==> src/rtl/ifq_rom_queue.sv <==
// rtl/ifq_rom_queue.sv - ROM-backed multi-entry instruction fetch queue with duplicate-line merge
// Pipelined fixed-latency ROM reads; fills are returned to the cache in allocation order.
module ifq_rom_queue #(
    parameter int OPTN_ADDR_WIDTH   = 32,
    parameter int OPTN_IC_LINE_SIZE = 32,
    parameter int OPTN_HEX_SIZE     = 1024,
    parameter int OPTN_IFQ_DEPTH    = 4,
    parameter int OPTN_ROM_LATENCY  = 1,
    parameter int IC_LINE_WIDTH     = OPTN_IC_LINE_SIZE * 8,
    parameter int ROM_ADDR_WIDTH    = (OPTN_HEX_SIZE == 1) ? 1 : $clog2(OPTN_HEX_SIZE)
) (
    input  logic                       clk,
    input  logic                       n_rst,
    output logic                       o_full,
    output logic                       o_rom_en,
    output logic [ROM_ADDR_WIDTH-1:0]  o_rom_addr,
    input  logic [IC_LINE_WIDTH-1:0]   i_rom_data,
    input  logic                       i_alloc_en,
    input  logic [OPTN_ADDR_WIDTH-1:0] i_alloc_addr,
    output logic                       o_fill_en,
    output logic [OPTN_ADDR_WIDTH-1:0] o_fill_addr,
    output logic [IC_LINE_WIDTH-1:0]   o_fill_data
);

    localparam int OFF_W  = $clog2(OPTN_IC_LINE_SIZE);
    localparam int LINE_W = OPTN_ADDR_WIDTH - OFF_W;
    localparam int PTR_W  = $clog2(OPTN_IFQ_DEPTH);
    localparam int CNT_W  = $clog2(OPTN_IFQ_DEPTH + 1);
    localparam int LAT    = OPTN_ROM_LATENCY;

    logic [OPTN_IFQ_DEPTH-1:0] r_valid;
    logic [OPTN_IFQ_DEPTH-1:0] r_issued;
    logic [LINE_W-1:0]         r_line [OPTN_IFQ_DEPTH];
    logic [PTR_W-1:0]          r_tail;
    logic [PTR_W-1:0]          r_issue;
    logic [PTR_W-1:0]          r_head;
    logic [CNT_W-1:0]          r_count;
    logic [LAT-1:0]            r_lat;

    logic [LINE_W-1:0] w_alloc_line;
    logic              w_dup;
    logic              w_alloc_ok;
    logic              w_ret;
    logic [LAT:0]      w_lat_shift;
    logic              w_unused_offset;

    assign w_alloc_line    = i_alloc_addr[OPTN_ADDR_WIDTH-1:OFF_W];
    assign w_unused_offset = ^i_alloc_addr[OFF_W-1:0];

    // A retiring entry is still valid in r_valid this cycle, so it also suppresses duplicates.
    always_comb begin
        w_dup = 1'b0;
        for (int i = 0; i < OPTN_IFQ_DEPTH; i++) begin
            if (r_valid[i] && (r_line[i] == w_alloc_line)) begin
                w_dup = 1'b1;
            end
        end
    end

    assign o_full      = (r_count == CNT_W'(OPTN_IFQ_DEPTH));
    assign w_alloc_ok  = i_alloc_en && !o_full && !w_dup;
    assign o_rom_en    = r_valid[r_issue] && !r_issued[r_issue];
    assign o_rom_addr  = ROM_ADDR_WIDTH'(r_line[r_issue]);
    assign w_ret       = r_lat[LAT-1];
    assign w_lat_shift = {r_lat, o_rom_en};

    // Fixed ROM latency means returns arrive in issue order, which is also head order.
    always_ff @(posedge clk or negedge n_rst) begin
        if (!n_rst) begin
            r_lat <= '0;
        end else begin
            r_lat <= w_lat_shift[LAT-1:0];
        end
    end

    always_ff @(posedge clk or negedge n_rst) begin
        if (!n_rst) begin
            r_valid  <= '0;
            r_issued <= '0;
            r_tail   <= '0;
            r_issue  <= '0;
            r_head   <= '0;
        end else begin
            if (w_alloc_ok) begin
                r_valid[r_tail]  <= 1'b1;
                r_issued[r_tail] <= 1'b0;
                r_tail           <= r_tail + 1'b1;
            end
            if (o_rom_en) begin
                r_issued[r_issue] <= 1'b1;
                r_issue           <= r_issue + 1'b1;
            end
            if (w_ret) begin
                r_valid[r_head] <= 1'b0;
                r_head          <= r_head + 1'b1;
            end
        end
    end

    always_ff @(posedge clk) begin
        if (w_alloc_ok) begin
            r_line[r_tail] <= w_alloc_line;
        end
    end

    always_ff @(posedge clk or negedge n_rst) begin
        if (!n_rst) begin
            r_count <= '0;
        end else begin
            case ({w_alloc_ok, w_ret})
                2'b10:   r_count <= r_count + 1'b1;
                2'b01:   r_count <= r_count - 1'b1;
                default: r_count <= r_count;
            endcase
        end
    end

    always_ff @(posedge clk or negedge n_rst) begin
        if (!n_rst) begin
            o_fill_en   <= 1'b0;
            o_fill_addr <= '0;
            o_fill_data <= '0;
        end else begin
            o_fill_en <= w_ret;
            if (w_ret) begin
                o_fill_addr <= OPTN_ADDR_WIDTH'(r_line[r_head]) << OFF_W;
                o_fill_data <= i_rom_data;
            end
        end
    end

endmodule

==> config.mk <==
export PLATFORM = sky130hd
export DESIGN_NAME = ifq_rom_queue
export DESIGN_NICKNAME = d
export VERILOG_FILES = /design/src/rtl/ifq_rom_queue.sv
export SDC_FILE = /design/constraint.sdc
export NUM_CORES = 1
export LEC_CHECK = 0
export CAP_MARGIN = 10
export CORE_AREA = 2 2 232 234
export CTS_CLUSTER_DIAMETER = 30
export CTS_CLUSTER_SIZE = 20
export DETAILED_ROUTE_END_ITERATION = 7
export DIE_AREA = 0 0 234 236
export SYNTH_ARGS = -nofsm -noshare
export SYNTH_HDL_FRONTEND = slang
export SYNTH_SLANG_ARGS = --single-unit
==> constraint.sdc <==
create_clock -name clk -period 2.3 [get_ports clk]
set_input_delay 0.69 -clock clk [delete_from_list [all_inputs] [get_ports clk]]
set_output_delay 0.69 -clock clk [all_outputs]
set_load 0.01 [all_outputs]
# Yosys cells after proc, flatten, opt, wreduce, memory -nomap -nowiden
# Memories as Yosys holds them, arrays and structs flattened. A register that Yosys moved wholly into a read port is not among the register bits.
# Index checks and enable logic that the tools add are counted.
[op_classes]
n_addsub = 5
n_mul = 0
n_div = 0
magnitude_cmp = 6
n_eq_ne = 7
shifts = 0
muxes = 21
bitwise_logic = 6
n_reduce_logical = 15
[ops]
columns = ["operator", "count"]
rows = [
  ["equality test 27 bit", 4],
  ["two-way mux 4 bit", 4],
  ["two-way mux 1 bit", 11],
  ["logical AND 1 bit", 10],
  ["less-than comparator 2 x 3 -> 1 bit, second input constant", 3],
  ["AND 4 bit", 2],
  ["NOT 4 bit", 2],
  ["OR 4 bit", 2],
  ["adder 2 x 1 -> 2 bit, second input constant", 3],
  ["demux 1 bit (select 2 bit)", 3],
  ["greater-or-equal comparator 2 x 1 -> 1 bit, second input constant", 3],
  ["one-hot mux 3 bit (2 select lines)", 1],
  ["binary-select mux 1 bit (select 2 bit)", 2],
  ["zero test 1 bit", 4],
  ["adder 3 x 1 -> 3 bit, second input constant", 1],
  ["equality test 3 bit, second input constant", 1],
  ["subtractor 3 x 1 -> 3 bit, second input constant", 1],
  ["equality test 2 x 1 -> 1 bit, second input constant", 1],
  ["equality test 2 bit, second input constant", 1],
  ["nonzero test 2 bit", 1],
]
[totals]
ff_bits = 275
latch_bits = 0
mem_bits_rw = 108
romBits = 0
input_bits = 291
out_inout_bits = 301
wordCells = 70
n_memories = 1
[memory_table]
columns = ["name", "depth", "word_bits", "read_ports", "rd_clocked_by_memory_dff", "write_ports", "line_no", "rtl"]
rows = [
  ["r_line", 4, 27, 6, 1, 1, "33", "logic [LINE_W-1:0] r_line [OPTN_IFQ_DEPTH];"],
]

# Logic depth before layout (Yosys ltp)
# An unclocked memory read counts as a cell.
[depth]
ltp_word = 12
mapped_depth = 11
mapped_depth_nobuf = 10

# Least setup slack after synthesis
# No wires, ideal clock.
[synth_path]
path_type = "input port to flip-flop"
startpoint = "input port i_alloc_addr[7]"
endpoint = "register r_count[1]"
setup_time_ns = 0.125
t_arrival_ns = 2.532
required_ns = 2.175
slack_ns = -0.356
cell_stages = 9
n_path_buf = 1
path_cell_list = "buf_2 xnor2_2 nand4_1 nor4_2 nand4_2 nand3_2 ha_1 fa_1 mux2_2"
[synth_via]
elab_chain_len = 10
word_cells_on_any_way = 18
classes_between = "eq/ne (6); mux (5); reduce/logical (7)"
[synth_rtl]
columns = ["item", "line_no", "rtl"]
rows = [
  ["start, declared", "19", "input logic [OPTN_ADDR_WIDTH-1:0] i_alloc_addr,"],
  ["equality test 27 bit", "54", "if (r_valid[i] && (r_line[i] == w_alloc_line)) begin"],
  ["logical AND 1 bit", "54", ""],
  ["two-way mux 1 bit (3 in series)", "54", ""],
  ["two-way mux 1 bit (*)", "54", ""],
  ["zero test 1 bit (*)", "61", "assign w_alloc_ok = i_alloc_en && !o_full && !w_dup;"],
  ["logical AND 1 bit (*)", "61", ""],
  ["equality test 2 x 1 -> 1 bit or equality test 2 bit (tied branches)", "110", "case ({w_alloc_ok, w_ret})"],
  ["one-hot mux 3 bit (2 select lines) or nonzero test 2 bit (tied branches)", "n/a", ""],
  ["end signal, assigned", "111", "2'b10: r_count <= r_count + 1'b1;"],
  ["end signal, assigned", "112", "2'b01: r_count <= r_count - 1'b1;"],
  ["end signal, assigned", "113", "default: r_count <= r_count;"],
  ["end, declared", "37", "logic [CNT_W-1:0] r_count;"],
]
# Every way passes the cells marked *; elsewhere a longest branch is shown, timed or not.
# A chain may end at the register's enable or synchronous reset.

# Worst setup path in the final report
[layout_path]
startpoint = "register r_issue[0]"
endpoint = "output port o_rom_addr[6]"
[layout_via]
elab_chain_len = 1
[layout_rtl]
columns = ["item", "line_no", "rtl"]
rows = [
  ["start, declared", "35", "logic [PTR_W-1:0] r_issue;"],
  ["start signal, assigned", "91", "r_issue <= r_issue + 1'b1;"],
  ["memory read (4 x 27 bit)", "n/a", ""],
  ["end, declared", "16", "output logic [ROM_ADDR_WIDTH-1:0] o_rom_addr,"],
]
# Every way passes these cells.

==> qor.yml <==
clock_latency_ps: 640
grt_pass1_vias: 12480
finalMaxSlewViolations: 0
yosys.area_share.simple_pct: 2.124
antenna_found_initial: 5
initialDrtViolationCount: 485
wirelength_mm: 54.18
fin_skew_ps: 39.06
worstPathMaxFanout: 5
cts_sinks: 410
dieArea_um2: 55220
dpl-instance-area_um2: 24410
peakVddDrop_uv: 922.6
startpoint_type: "flip-flop"
relSlewSlack_pct: 54.38
numPortBuffers: 581
final_antenna_net_count: 0
synth_xor_area_share_pct: 5.993
synth_top_area_cell: "dfrtp_1"
whs_endpoint: "r_line[2][10]$_DFFE_PP_"
rsz0062_at_grt: "yes"
cap_violations: 0
cp-end-kind: "primary output"
firstDrtPassIters: 4
cts_tree: "yes"
synthMuxAreaShare_pct: 23.93
ys_top_cells_by_count: "dfrtp_1 (302), mux2_2 (284), edfxtp_1 (108)"
synthAdderAreaFrac_pct: 1.080
drive_above_1_share_pct: 38.01
hold_depth: 1
synth_ff_type: "dfrtp_1"
synth_edf_count: 108
grt_first_pass_wirelength_mm: 79.49
min_period_ps: 2647
worst_slew_pin_slew_ps: 684.4
num_rows: 85
clk_pin_slew_ps: 40
fillers: 4260
synthDistinctLibCells: 37
min_path_type: "primary input to flip-flop"
worst_slack_ps: -347.1
required_ps: 1610
holdWs_ps: 324.7
num_vias: 11606
synth_compound_area_share_pct: 0.7843
gr-usage-all-layers_pct: 19.41
final_nets: 2067
wl_per_cell_um: 21.23
status: "finished with violations"
final_area_um2: 28890
ys_warn_count: 0
htree_num_levels: 3
setup_viol: 38
fmax_ghz: 0.3778
reg2reg_from: "r_line[2][2]$_DFFE_PP_"
synthArstFlopShare_pct: 73.66
path_class: "flip-flop to primary output"
r2r-end: "r_count[1]$_DFFE_PN0P_"
start_util_pct: 31.86
p_leak_nw: 12.02
core-area_um2: 53070
fin_setup_tns_ps: -4136
arrival_ps: 1960
ff2ff_path_depth: 8
final_core_util_pct: 54.44
synth_top_family_by_area: "multiplexers"
ff2ff_setup_slack_ps: -190
routabilityCongestion: 0.8457
synth_seq_cells: 410
netlist_area_um2: 16910
power_density_nw_per_um2: 1543
yosysMostFrequentCell: "dfrtp_1"
drc: 0
finalHoldViolCount: 0
avgViaCountPerCell: 4.548
min_from: "i_alloc_addr[15]"
ios: 592
die_h_um: 236
post-route-period-util_pct: 115.1
violations: "negative setup slack"
syn_area_per_cell_um2: 16.89
overflow: 0
area_delta_synth_final_pct: 70.85
synth_top_area_share_pct: 44.69
dieWidth_um: 234
root_buffer: "clkbuf_16"
ys_top_cells_by_area: "dfrtp_1 (45%), edfxtp_1 (19%), mux2_2 (19%), xnor2_1 (5.1%), mux4_2 (4.9%)"
yosysSeqAreaShare_pct: 63.87
cts_buffer_depth: 3
grt_max_degree: 101
dp_hpwl_mm: 39.49
syn_inst: 1001
cts_buffers: 107
## worst max-delay path by stage
stage,from,end,depth (start not counted)
final,r_issue[0]$_DFFE_PN0P_,o_rom_addr[6],4
after global routing,r_issue[0]$_DFFE_PN0P_,o_rom_addr[6],4
after CTS,r_issue[0]$_DFFE_PN0P_,o_rom_addr[4],4
after detailed placement,i_alloc_addr[31],r_count[1]$_DFFE_PN0P_,9
after global placement,i_alloc_addr[7],r_count[1]$_DFFE_PN0P_,10
after floorplan,i_alloc_addr[25],r_count[1]$_DFFE_PN0P_,9
## state kept, by name, indices dropped and copies added (netlist names)
register	cells
r_line	108
r_issue	2
r_tail	2
o_fill_en	1
r_head	2
o_fill_data	256
r_lat	1
r_issued	4
o_fill_addr	27
r_count	3
r_valid	4
## final cells by class
type                    count  area, µm²  share of cell area (%)
inverters                  14      60.06                  0.2079
diodes                      1      2.502                0.008661
multi-input cells         520       6093                   21.09
well taps                 696      870.8                   3.014
repair buffers            709       7154                   24.76
clock buffers             144       3080                   10.66
flip-flops and latches    410      10810                   37.40
clock inverters            58      823.3                   2.850
## through the flow
stage | setup WS [ps] | power [mW] | cells
after floorplan | -280.0 | 19.79 | 1005
after global placement | -1063 | 28.68 | 2330
after detailed placement | -1081 | 28.94 | 2330
after CTS | -443.0 | 45.22 | 2551
after global routing | -424.5 | 46.73 | 2552
final | -347.1 | 44.58 | 2552
## cell families after synthesis
group / after synthesis
AOI/OAI and AO/OA: 15
and+or+nand+nor: 50
buffers and inverters: 75
xor gates and xnor gates: 114
other: 1
adders and majority gates: 14
muxes: 322
DFF: 410
## per-layer routing
| metal | wire (µm) | share of wire (%) | GRT usage [%] | up-vias |
|---|---|---|---|---|
| met4 | 1285 | 2.4 | 6.329 | 8 |
| met5 | 42 | 0.078 | 0 | - |
| met2 | 26620 | 49 | 31.94 | 460 |
| met3 | 4373 | 8.1 | 6.673 | 83 |
| li1 | - | - | - | 5214 |
| met1 | 21860 | 40 | 23.76 | 5841 |
## cells in the final DEF (no fill, tap or decap), types with 25 or more instances in the layout
cell type,instances
buf_4,91
dfrtp_1,299
nand4_1,29
mux2_2,283
dlymetal6s2s_1,41
clkdlybuf4s50_1,480
edfxtp_1,108
clkbuf_16,111
buf_6,25
dlygate4sd2_1,45
mux4_2,37
xnor2_1,76
clkinv_2,26
## timing repair
item                                    CTS  global route
setup buffers                            19             7
hold buffers                              1             0
endpoints found under the hold margin    29             0
resized for setup                       150            63
endpoints found under the setup margin  144           164
pin swaps                                25            26
gates cloned                              2             1
## worst max-delay path, cell delays in order, from the launching register on
cell     delay [ps]
dfrtp_2         410
buf_12          140
buf_6           110
mux4_2          530
buf_6           140
## report_power, final
| part | total, mW | switching (mW) | internal, mW |
|---|---|---|---|
| logic | 16.5 | 6.76 | 9.69 |
| registers | 12.4 | 1.68 | 10.7 |
| clock network | 15.7 | 4.49 | 11.2 |
Power figures use the tool's default switching activity.
